===== config.mk =====
export PLATFORM = sky130hd
export DESIGN_NAME = fsm_coverage_monitor
export DESIGN_NICKNAME = d
export VERILOG_FILES = /design/src/rtl/fsm_coverage_monitor.sv
export SDC_FILE = /design/constraint.sdc
export NUM_CORES = 1
export LEC_CHECK = 0
export ABC_AREA = 1
export CAP_MARGIN = 0
export CORE_ASPECT_RATIO = 0.75
export CORE_MARGIN = 5
export CORE_UTILIZATION = 31
export CTS_BUF_LIST = sky130_fd_sc_hd__clkbuf_4 sky130_fd_sc_hd__clkbuf_8 sky130_fd_sc_hd__clkbuf_16
export CTS_CLUSTER_DIAMETER = 150
export DETAILED_ROUTE_END_ITERATION = 6
export PLACE_DENSITY_LB_ADDON = 0.08
export SLEW_MARGIN = 20
export SYNTH_ARGS = -nofsm -noshare
export SYNTH_HDL_FRONTEND = slang
export SYNTH_SLANG_ARGS = --single-unit
export TNS_END_PERCENT = 100

===== constraint.sdc =====
create_clock -name clk -period 1.5 [get_ports clk]
set_input_delay 0.15 -clock clk [delete_from_list [all_inputs] [get_ports clk]]
set_output_delay 0.15 -clock clk [all_outputs]
set_load 0.02 [all_outputs]

===== src/rtl/fsm_coverage_monitor.sv =====
// Watches an FSM state bus for coverage, transitions, illegal and stuck states,
// and streams a frozen 4-byte report over a valid/ready handshake.
module fsm_coverage_monitor #(
  parameter int STATE_W = 2,
  parameter logic [2**STATE_W-1:0] LEGAL_MASK = 4'b0111,
  parameter logic [2**(2*STATE_W)-1:0] TRANS_MASK = 16'h0112,
  parameter int STUCK_LIMIT = 16
) (
  input  logic                    clk,
  input  logic                    rst,
  input  logic                    en,
  input  logic [STATE_W-1:0]      state_in,
  input  logic                    clear,
  output logic [2**STATE_W-1:0]   visited,
  output logic                    illegal_state,
  output logic                    illegal_trans,
  output logic                    stuck,
  output logic [15:0]             trans_count,
  input  logic                    rpt_req,
  output logic                    rpt_valid,
  output logic [7:0]              rpt_data,
  input  logic                    rpt_ready,
  output logic                    rpt_done
);

  localparam int DW = $clog2(STUCK_LIMIT + 1);
  localparam logic [DW-1:0] LIMIT = DW'(STUCK_LIMIT);

  typedef enum logic {R_IDLE, R_SEND} rpt_state_t;

  rpt_state_t rpt_st, rpt_nxt;
  logic [1:0] idx, idx_nxt;
  logic [3:0][7:0] snap, snap_nxt;
  logic done_nxt;

  logic [STATE_W-1:0] prev;
  logic prev_valid;
  logic [DW-1:0] dwell;
  logic err_state, err_trans;
  logic is_trans;
  logic unreached;

  assign is_trans  = prev_valid && (state_in != prev);
  assign stuck     = (dwell >= LIMIT);
  assign unreached = |(LEGAL_MASK & ~visited);

  always_ff @(posedge clk) begin
    if (rst || clear) begin
      visited       <= '0;
      trans_count   <= '0;
      dwell         <= '0;
      prev          <= '0;
      prev_valid    <= 1'b0;
      err_state     <= 1'b0;
      err_trans     <= 1'b0;
      illegal_state <= 1'b0;
      illegal_trans <= 1'b0;
    end else begin
      illegal_state <= 1'b0;
      illegal_trans <= 1'b0;
      if (en) begin
        visited[state_in] <= 1'b1;
        prev              <= state_in;
        prev_valid        <= 1'b1;
        if (!LEGAL_MASK[state_in]) begin
          illegal_state <= 1'b1;
          err_state     <= 1'b1;
        end
        if (is_trans) begin
          if (trans_count != 16'hFFFF)
            trans_count <= trans_count + 16'd1;
          dwell <= DW'(1);
          if (!TRANS_MASK[{prev, state_in}]) begin
            illegal_trans <= 1'b1;
            err_trans     <= 1'b1;
          end
        end else if (!prev_valid) begin
          dwell <= DW'(1);
        end else if (dwell < LIMIT) begin
          dwell <= dwell + DW'(1);
        end
      end
    end
  end

  // Report path is independent of clear so a snapshot survives it
  always_ff @(posedge clk) begin
    if (rst) begin
      rpt_st   <= R_IDLE;
      idx      <= '0;
      snap     <= '0;
      rpt_done <= 1'b0;
    end else begin
      rpt_st   <= rpt_nxt;
      idx      <= idx_nxt;
      snap     <= snap_nxt;
      rpt_done <= done_nxt;
    end
  end

  always_comb begin
    rpt_nxt  = rpt_st;
    idx_nxt  = idx;
    snap_nxt = snap;
    done_nxt = 1'b0;
    unique case (rpt_st)
      R_IDLE: begin
        if (rpt_req) begin
          rpt_nxt     = R_SEND;
          idx_nxt     = 2'd0;
          snap_nxt[0] = 8'(visited);
          snap_nxt[1] = {4'b0, stuck, err_trans, err_state, unreached};
          snap_nxt[2] = trans_count[15:8];
          snap_nxt[3] = trans_count[7:0];
        end
      end
      R_SEND: begin
        if (rpt_ready) begin
          idx_nxt = idx + 2'd1;
          if (idx == 2'd3) begin
            rpt_nxt  = R_IDLE;
            done_nxt = 1'b1;
          end
        end
      end
    endcase
  end

  assign rpt_valid = (rpt_st == R_SEND);
  assign rpt_data  = rpt_valid ? snap[idx] : 8'h00;

endmodule


==> impl_metrics.py <==
metrics = {
    "logic_synthesis": {
        "ys_seq_area_share_pct": 43.8,
        "synth_edf_count": 0,
        "ys_seq_elements": 60,
        "synth_area_leaders": "dfxtp_1, nor2_1, nand2_1",
        "synth-main-ff-cell": "dfxtp_1",
        "synth_cell_types": 26,
        "syn_inst": 395,
        "synth_area_um2": 2740,
        "async_flop_share_pct": 0,
        "yosys.area.top_type": "dfxtp_1",
        "ys_warn_count": 0,
        "yosysMostFrequentCell": "nor2_1",
        "ys_top_cells_by_count": "nor2_1, nand2_1, dfxtp_1",
        "syn_avg_cell_area_um2": 6.94,
        "syn_nets": 407,
        "synth.top_cell.area_share_pct": 43.8,
    },
    "clocking": {
        "clk_latency_ns": 0.32,
        "cts_tree": "done",
        "clock-sinks": 60,
        "root_buffer": "clkbuf_16",
        "numCtsBuffers": 9,
        "postCtsHoldBufs": 0,
        "clk_path_buf_depth": 2,
        "clkTransAtPathRegs_ns": 0.05,
        "h-tree-depth": 3,
    },
    "final_layout": {
        "drive_gt1_share_pct": 21.1,
        "layout.nets": 494,
        "fillers": 893,
        "syn_to_final_growth_pct": 44.5,
        "diodes": 0,
    },
    "grt": {
        "antenna_found_initial": 0,
        "overflow": 0,
        "grt_max_degree": 22,
        "grt_pass1_wl_um": 13100,
        "grt_usage_pct": 15.0,
        "grt_pass1_vias": 2594,
    },
    "place": {
        "dp_hpwl_um": 5790,
        "gp_congestion": 0.843,
        "port_buffers": 40,
        "post-place-ws_ns": -0.171,
    },
    "floorplan": {
        "core_um2": 8530,
        "die_w_um": 119,
        "die-area_um2": 10800,
        "rows": 29,
        "initial_core_util_pct": 32.1,
        "ioPinCount": 41,
        "die_y_um": 91.4,
    },
    "critical_path": {
        "required_ns": 1.35,
        "start_kind": "flop",
        "r2r_end": "trans_count[3]",
        "crit_path_end_kind": "output port",
        "r2r-start": "trans_count[0]",
        "critPathKind": "flop to output port",
        "crit_path_max_fanout": 6,
        "cp.arrival_ns": 1.38,
        "r2r_setup_slack_ns": 0.14,
        "reg2regPathDepth": 9,
    },
    "timing": {
        "skew_ns": 0.00761,
        "fmax_mhz": 653,
        "holdWs_ns": 0.432,
        "final-hold-violation-count": 0,
        "setup-violations-final": 3,
        "finalCritPeriodShare_pct": 102,
        "min_period_ns": 1.53,
        "finalMaxSlewViolations": 0,
        "max_slew_margin_pct": 82.5,
        "rsz0062_at_grt": "yes",
        "worst_slack_ns": -0.0304,
        "tightest_slew_ns": 0.262,
    },
    "route": {
        "dr.pass1.iters": 4,
        "ant_nets": 0,
        "via_per_inst": 4.77,
        "drt_wl_total_um": 7940,
        "drtIter0Drc": 198,
        "wl_per_cell_um": 13.3,
        "vias": 2837,
        "drc": 0,
    },
    "run": {
        "drv_cap": 0,
    },
    "pwr": {
        "power_density_nw_per_um2": 1060,
        "peakVddDrop_v": 0.000648,
        "p_leak_uw": 0.00168,
    },
    "worst_hold_path": {
        "min_delay_path_depth": 3,
        "hold_path.class": "input pin to flop",
        "min_to": "rpt_done",
        "hold_start": "rpt_ready",
    },
    "run_status": {
        "violations": "negative setup slack",
        "status": "finished, violations left",
    },
}
-- routing by layer --
metal / share of wire, % / track usage [%] / up-vias / routed length (um)
li1: - / - / 1465 / -
met1: 54 / 21.8 / 1309 / 4290
met2: 40 / 21.0 / 54 / 3190
met3: 4.4 / 4.10 / 9 / 347
met4: 1.3 / 5.19 / 0 / 107
met5: 0 / 0 / - / 0
-- logic make-up (layout without fill, tap and decap cells) --
group / Yosys count / in the layout / synth area share [%]
xor gates and xnor gates: 3 / 3 / 0.959
AOI/OAI and AO/OA: 85 / 85 / 16.1
buffers and inverters: 49 / 141 / 7.39
adders and majority gates: 4 / 4 / 1.83
DFF: 60 / 60 / 43.8
and+or+nand+nor: 194 / 194 / 29.9
-- state kept, by name (all words and copies together) (netlist names) --
register / flops
visited: 4
idx: 2
prev: 2
snap: 24
dwell: 5
trans_count: 16
illegal_state: 1
rpt_done: 1
err_trans: 1
prev_valid: 1
err_state: 1
illegal_trans: 1
rpt_valid: 1
-- how the worst max path moves through the flow --
stage	startpoint	endpoint	slack [ns]
detailed placement	state_in[0]	trans_count[15]	-0.17
CTS	idx[0]	rpt_data[0]	0.0005
global route	idx[0]	rpt_data[2]	-0.09
finish	idx[0]	rpt_data[2]	-0.03
floorplan	trans_count[0]	trans_count[3]	0.03
global placement	idx[0]	rpt_data[3]	-0.14
-- power breakdown --
group,leakage (uW),switching [uW],internal [uW],total [uW]
sequential,0.000494,33.9,1650,1680
clock,0.000161,710,1440,2150
combinational,0.00102,210,168,378
-- timing repair --
action,4_1_cts,5_1_grt
cloned,0,1
gates resized for setup,63,21
pin swaps,1,6
buffers inserted,0,3
endpoints found under the setup margin,28,24
-- layout by cell type (no fill, tap or decap), types with 12 or more instances in the layout --
cell and count:
nand2_1 70, a21oi_1 41, clkdlybuf4s50_1 12, inv_1 29
buf_4 49, dlygate4sd2_1 20, o21ai_0 29, nor2_1 77
dfxtp_1 53, nand3_1 22
-- worst max-delay path, stage by stage (launching register included) --
cell and delay, ns:
dfxtp_4 0.36, inv_1 0.11, buf_2 0.19, o21ai_1 0.10, a21oi_1 0.13, buf_2 0.18
-- final cells by class --
| type | count | area (um2) | area share, % |
|---|---|---|---|
| inverter | 33 | 124 | 3.13 |
| timing repair buffer | 92 | 797 | 20.1 |
| multi-input combinational | 286 | 1370 | 34.6 |
| tap | 108 | 135 | 3.41 |
| sequential | 60 | 1220 | 30.7 |
| clock buffer | 12 | 272 | 6.85 |
| clock inverter | 4 | 45.0 | 1.14 |
-- through the flow --
step	power [uW]	instance area, um2	setup TNS [ns]	util [%]	instances
5_1_grt	4380	3960	-0.546	46.5	595
3_3_place_gp	2090	3620	-2.20	42.4	575
3_5_place_dp	2090	3620	-3.60	42.4	575
6_report	4210	3960	-0.0526	46.5	595
4_1_cts	4260	3880	0	45.5	591
2_1_floorplan	1920	2750	0	-	395
(Power assumes the default switching activity.)
